--- config.mk ---
export PLATFORM = sky130hd
export DESIGN_NAME = tlu_dut_handshake
export DESIGN_NICKNAME = d
export VERILOG_FILES = /design/src/rtl/tlu_dut_handshake.sv
export SDC_FILE = /design/constraint.sdc
export NUM_CORES = 1
export LEC_CHECK = 0
export BUFFER_PORTS_ARGS = -buffer_cell sky130_fd_sc_hd__buf_2
export CAP_MARGIN = 30
export CORE_ASPECT_RATIO = 0.5
export CORE_MARGIN = 5
export CORE_UTILIZATION = 50
export DETAILED_ROUTE_END_ITERATION = 10
export PLACE_DENSITY = 0.71
export SKIP_LAST_GASP = 1
export SLEW_MARGIN = 20
export SYNTH_ARGS = -nofsm -noshare
export SYNTH_HDL_FRONTEND = slang
export SYNTH_SLANG_ARGS = --single-unit
export TNS_END_PERCENT = 100
--- constraint.sdc ---
create_clock -name CLK40 -period 4.2 [get_ports CLK40]
set_clock_uncertainty 0.1 [all_clocks]
set_input_delay 0.42 -clock CLK40 [delete_from_list [all_inputs] [get_ports CLK40]]
set_output_delay 0.42 -clock CLK40 [all_outputs]
set_load 0.005 [all_outputs]
--- src/rtl/tlu_dut_handshake.sv ---
// rtl/tlu_dut_handshake.sv - DUT side of the TLU trigger/busy/clock handshake
// Accepts a TLU trigger, clocks in its trigger number and offers it downstream.
module tlu_dut_handshake #(
  parameter int ID_BITS = 15,
  parameter int CLK_DIV = 4,
  parameter int TIMEOUT = 255
) (
  input  logic               CLK40,
  input  logic               RESETB,
  input  logic               EN,
  input  logic               TLU_TRIGGER,
  output logic               TLU_BUSY,
  output logic               TLU_CLOCK,
  output logic [ID_BITS-1:0] TRIG_ID,
  output logic               TRIG_VALID,
  input  logic               TRIG_READY,
  input  logic               HOLD,
  output logic               TRIG_ERR,
  output logic [31:0]        TRIG_CNT
);
  localparam int DIV_W = (CLK_DIV > 1) ? $clog2(CLK_DIV) : 1;
  localparam int BIT_W = (ID_BITS > 1) ? $clog2(ID_BITS) : 1;
  localparam int TMO_W = (TIMEOUT > 1) ? $clog2(TIMEOUT + 1) : 1;
  localparam logic [DIV_W-1:0] DIV_LAST = DIV_W'(CLK_DIV - 1);
  localparam logic [BIT_W-1:0] BIT_LAST = BIT_W'(ID_BITS - 1);
  localparam logic [TMO_W-1:0] TMO_LAST = TMO_W'(TIMEOUT - 1);

  typedef enum logic [2:0] {
    S_IDLE,
    S_WAIT_LOW,
    S_SHIFT,
    S_OUTPUT,
    S_RELEASE
  } state_t;

  state_t             r_state;
  logic               r_trig_meta;
  logic               r_trig_s;
  logic               r_busy;
  logic               r_clk;
  logic               r_valid;
  logic               r_err;
  logic [DIV_W-1:0]   r_div;
  logic [BIT_W-1:0]   r_bit;
  logic [TMO_W-1:0]   r_tmo;
  logic [ID_BITS-2:0] r_shift;
  logic [ID_BITS-1:0] r_id;
  logic [31:0]        r_cnt;
  logic [ID_BITS-1:0] w_shift_next;

  // Upper ID_BITS-1 bits of the shift chain; the new bit always enters at the MSB.
  assign w_shift_next = {r_trig_s, r_shift};

  always_ff @(posedge CLK40 or negedge RESETB) begin
    if (!RESETB) begin
      r_state     <= S_IDLE;
      r_trig_meta <= 1'b0;
      r_trig_s    <= 1'b0;
      r_busy      <= 1'b0;
      r_clk       <= 1'b0;
      r_valid     <= 1'b0;
      r_err       <= 1'b0;
      r_div       <= '0;
      r_bit       <= '0;
      r_tmo       <= '0;
      r_shift     <= '0;
      r_id        <= '0;
      r_cnt       <= '0;
    end else begin
      r_trig_meta <= TLU_TRIGGER;
      r_trig_s    <= r_trig_meta;
      r_err       <= 1'b0;
      case (r_state)
        S_IDLE: begin
          r_busy <= 1'b0;
          r_clk  <= 1'b0;
          if (EN && r_trig_s) begin
            r_state <= S_WAIT_LOW;
            r_busy  <= 1'b1;
            r_tmo   <= '0;
          end
        end
        S_WAIT_LOW: begin
          if (!r_trig_s) begin
            r_state <= S_SHIFT;
            r_clk   <= 1'b1;
            r_div   <= '0;
            r_bit   <= '0;
          end else if (r_tmo == TMO_LAST) begin
            r_err   <= 1'b1;
            r_state <= S_RELEASE;
          end else begin
            r_tmo <= r_tmo + TMO_W'(1);
          end
        end
        S_SHIFT: begin
          if (r_div != DIV_LAST) begin
            r_div <= r_div + DIV_W'(1);
          end else begin
            r_div <= '0;
            if (r_clk) begin
              r_clk <= 1'b0;
            end else begin
              // Last cycle of the low phase: the TLU bit has settled through the synchronizer.
              r_shift <= w_shift_next[ID_BITS-1:1];
              if (r_bit == BIT_LAST) begin
                r_id    <= w_shift_next;
                r_valid <= 1'b1;
                r_state <= S_OUTPUT;
              end else begin
                r_bit <= r_bit + BIT_W'(1);
                r_clk <= 1'b1;
              end
            end
          end
        end
        S_OUTPUT: begin
          if (TRIG_READY) begin
            r_valid <= 1'b0;
            r_cnt   <= r_cnt + 32'd1;
            r_state <= S_RELEASE;
          end
        end
        S_RELEASE: begin
          if (!HOLD && !r_trig_s) begin
            r_busy  <= 1'b0;
            r_state <= S_IDLE;
          end
        end
        default: begin
          r_state <= S_IDLE;
          r_busy  <= 1'b0;
          r_clk   <= 1'b0;
          r_valid <= 1'b0;
        end
      endcase
    end
  end

  assign TLU_BUSY   = r_busy;
  assign TLU_CLOCK  = r_clk;
  assign TRIG_ID    = r_id;
  assign TRIG_VALID = r_valid;
  assign TRIG_ERR   = r_err;
  assign TRIG_CNT   = r_cnt;

endmodule

==> impl_metrics.py <==
metrics = {
    "placement": {
        "place_congestion": 0.793,
        "place_ws_ps": 1190,
        "dpl.hpwl_um": 5600,
        "io_buffer_count": 56,
    },
    "power_and_ir_drop": {
        "p_sw_share_pct": 31.5,
        "power_density_nw_per_um2": 501,
        "switchingPower_mw": 0.722,
        "ir_worst_vdd_mv": 0.284,
        "intPower_mw": 1.57,
        "power_frac_comb_pct": 20.7,
        "sequentialPowerShare_pct": 46.3,
        "p_clk_share_pct": 33.0,
        "p_leak_nw": 2.33,
    },
    "timing": {
        "setup_violations": 0,
        "worstMarginPinSlew_ps": 800,
        "hold_violations": 0,
        "rsz0062_at_grt": "no",
        "final_max_slew_viol_count": 0,
        "period_needed_ps": 2720,
        "slew_headroom_pct": 45.9,
        "finalCritPeriodShare_pct": 64.7,
        "setup_slack_ps": 1480,
        "finalSetupTns_ps": 0,
        "clock.fmax_mhz": 368,
    },
    "setup_path": {
        "rrSetupSlack_ps": 1480,
        "crit_slowest_cell": "dfrtp_1",
        "worstReg2RegStart": "r_state[1]",
        "r2r_cells": 4,
        "cp.required_ps": 4310,
        "arrival_ps": 2830,
        "path_class": "flop to flop",
        "crit_chain": "nor3b_4, nand2_2, nor2_2, mux2_2",
        "start_kind": "flop",
        "rr_endpoint": "TRIG_ID[3]",
        "critPathMaxFanout": 20,
        "worst_setup_path_end_kind": "flop",
        "max_stage_delay_ps": 720,
    },
    "floorplanning": {
        "die_w_um": 135,
        "fp.coreArea_um2": 7460,
        "die_h_um": 72.4,
        "start_util_pct": 52.2,
        "dieArea_um2": 9750,
        "io-pin-count": 57,
        "std_cell_rows": 22,
    },
    "route": {
        "drt_first_iter_violations": 120,
        "drc": 0,
        "routed_wl_um": 7830,
        "vias": 2743,
        "vias_per_cell": 5.44,
        "dr.pass1.iters": 4,
        "route.detailed.wl_per_inst_um": 15.5,
        "ant_nets": 0,
    },
    "clock_network": {
        "post_cts_resized": 0,
        "cts_sinks": 84,
        "numCtsBuffers": 9,
        "clock_latency_ps": 330,
        "clk_pin_slew_ps": 60,
        "ctsLongestPathBuffers": 2,
        "cts_tree": "done",
        "htreeDepth": 3,
        "root_buffer": "clkbuf_16",
    },
    "global_route": {
        "met3_usage_pct": 5.19,
        "grt_pass1_vias": 2764,
        "antenna_found_initial": 0,
        "use_met1_pct": 21.6,
        "grt-busiest-layer": "met2",
        "grt_pass1_wl_um": 13300,
        "gr-usage-all-layers_pct": 16.9,
        "grt_use_met2_pct": 28.3,
        "grt_max_degree": 55,
        "overflow": 0,
    },
    "status": {
        "outcome": "finished, final reports clean",
    },
    "yosys": {
        "synth_top_area_share_pct": 54.0,
        "yosys.area.top_type": "dfrtp_1",
        "synth_seq_cells": 84,
        "yosysWarnings": 0,
        "synth-seq-area-share_pct": 54.0,
        "synth_top_cells_by_area": "dfrtp_1 (54%), mux2_2 (8.7%), xor2_1 (3.6%)",
        "avgSynthCellArea_um2": 11.7,
        "async_reset_ff_share_pct": 100,
        "syn_nets": 344,
        "ys_dominant_reg_cell": "dfrtp_1",
        "syn_inst": 332,
        "ys_types": 59,
        "synth_area_um2": 3890,
        "synth_edf_count": 0,
    },
    "layout": {
        "multi_input_area_um2": 1660,
        "fillers": 604,
        "diodes": 0,
        "utilization_pct": 61.5,
        "nets": 403,
        "syn_to_final_growth_pct": 17.8,
        "drive_gt1_share_pct": 30.1,
        "ff_latch_area_um2": 2100,
    },
    "worst_hold_path": {
        "holdPathEnd": "r_trig_meta",
        "hp-start": "TLU_TRIGGER",
        "min_path_cells": 1,
        "min_path_type": "primary input to flop",
    },
    "run": {
        "maxCapViolCount": 0,
    },
}
==> power by group through the flow <==
stage               registers [mW]  logic [mW]  clock network [mW]
floorplan                     1.00       0.390                   0
global route                  1.08       0.534               0.815
finish                        1.06       0.476               0.757
CTS                           1.06       0.481               0.772
detailed placement            1.07       0.477                   0
global placement              1.06       0.454                   0
==> cells in the mapped netlist (all sizes together), types with 2 or more instances <==
cell and instances:
a21oi 4, a31oi 8, a41oi 3, and2 2, and3 4, and4 5
buf 8, clkbuf 3, dfrtp 84, ha 6, inv 18, mux2 30
nand2 19, nand3 18, nand4 8, nor2 14, nor2b 6, nor3 14
nor3b 4, nor4 4, o211ai 3, o21ai 7, o22ai 2, o2bb2ai 2
o31ai 2, or4 2, xnor2 15, xor2 16
==> sequential cells by signal (all words and copies together), names as in the netlist, 2 cells and up <==
signal,flops
TRIG_CNT,32
TRIG_ID,15
r_shift,14
r_tmo,8
r_bit,4
r_state,3
r_div,2
==> layer usage <==
| layer | share of wire (%) | routed length [um] |
|---|---|---|
| met1 | 46 | 3600 |
| met2 | 49 | 3850 |
| met3 | 4.2 | 328 |
| met4 | 0.73 | 57 |
| met5 | 0 | 0 |
==> cell families (layout without fill, tap and decap cells) <==
family / Yosys count / count (layout) / synth area share, %
and+or+nand+nor: 110 / 110 / 17.5
adders and majority gates: 6 / 6 / 1.93
muxes: 31 / 31 / 8.94
AOI/OAI and AO/OA: 41 / 41 / 7.33
xor gates and xnor gates: 31 / 31 / 6.98
DFF: 84 / 84 / 54.0
buffers and inverters: 29 / 93 / 3.28
==> worst max-delay path by stage <==
stage                     from          end  cells after the start
floorplan           r_state[2]  TRIG_ID[10]                      6
CTS                 r_state[1]   TRIG_ID[3]                      4
global placement    r_state[1]   TRIG_ID[8]                      4
detailed placement  r_state[1]   TRIG_ID[3]                      4
global route        r_state[1]   TRIG_ID[3]                      4
finish              r_state[1]   TRIG_ID[3]                      4
==> worst max-delay path: cells and delay by family (launching register included) <==
kind / cells / cell delay (ps)
and+or+nand+nor: 3 / 1350
DFF: 1 / 720
muxes: 1 / 410
==> placed cells by master, fill, tap and decap left out, drive strengths merged, types with 3 or more instances in the layout <==
cell     n
o211ai   3
dfrtp   84
nand2   19
a31oi    8
xor2    16
a21oi    4
a41oi    3
clkbuf  13
buf     58
xnor2   15
nor4     4
nor2    14
nor3    14
and4     5
nor2b    6
mux2    30
inv     19
ha       6
nand3   18
and3     4
nand4    8
nor3b    4
o21ai    7
==> through the flow <==
step | area (um2) | power [mW] | hold WS [ps] | cells
final | 4590 | 2.30 | 96.3 | 504
after global routing | 4590 | 2.43 | 84.1 | 504
after CTS | 4580 | 2.31 | 86.8 | 504
after detailed placement | 4280 | 1.55 | 235 | 487
after global placement | 4260 | 1.51 | 234 | 486
after floorplan | 3890 | 1.39 | 24.4 | 332
==> final cells by class <==
cell class | count | area share [%]
Sequential cell | 84 | 45.8
Timing Repair Buffer | 59 | 7.15
Clock buffer | 13 | 5.89
Inverter | 18 | 1.47
Multi-Input combinational cell | 219 | 36.3
Tap cell | 108 | 2.95
Clock inverter | 3 | 0.409
==> what timing repair did <==
| action | in CTS | in global routing |
|---|---|---|
| hold buffers | 1 | 0 |
| hold endpoints to repair | 30 | 0 |
| setup buffers | 0 | 0 |
Note: power is estimated with default switching activity, not from simulation.
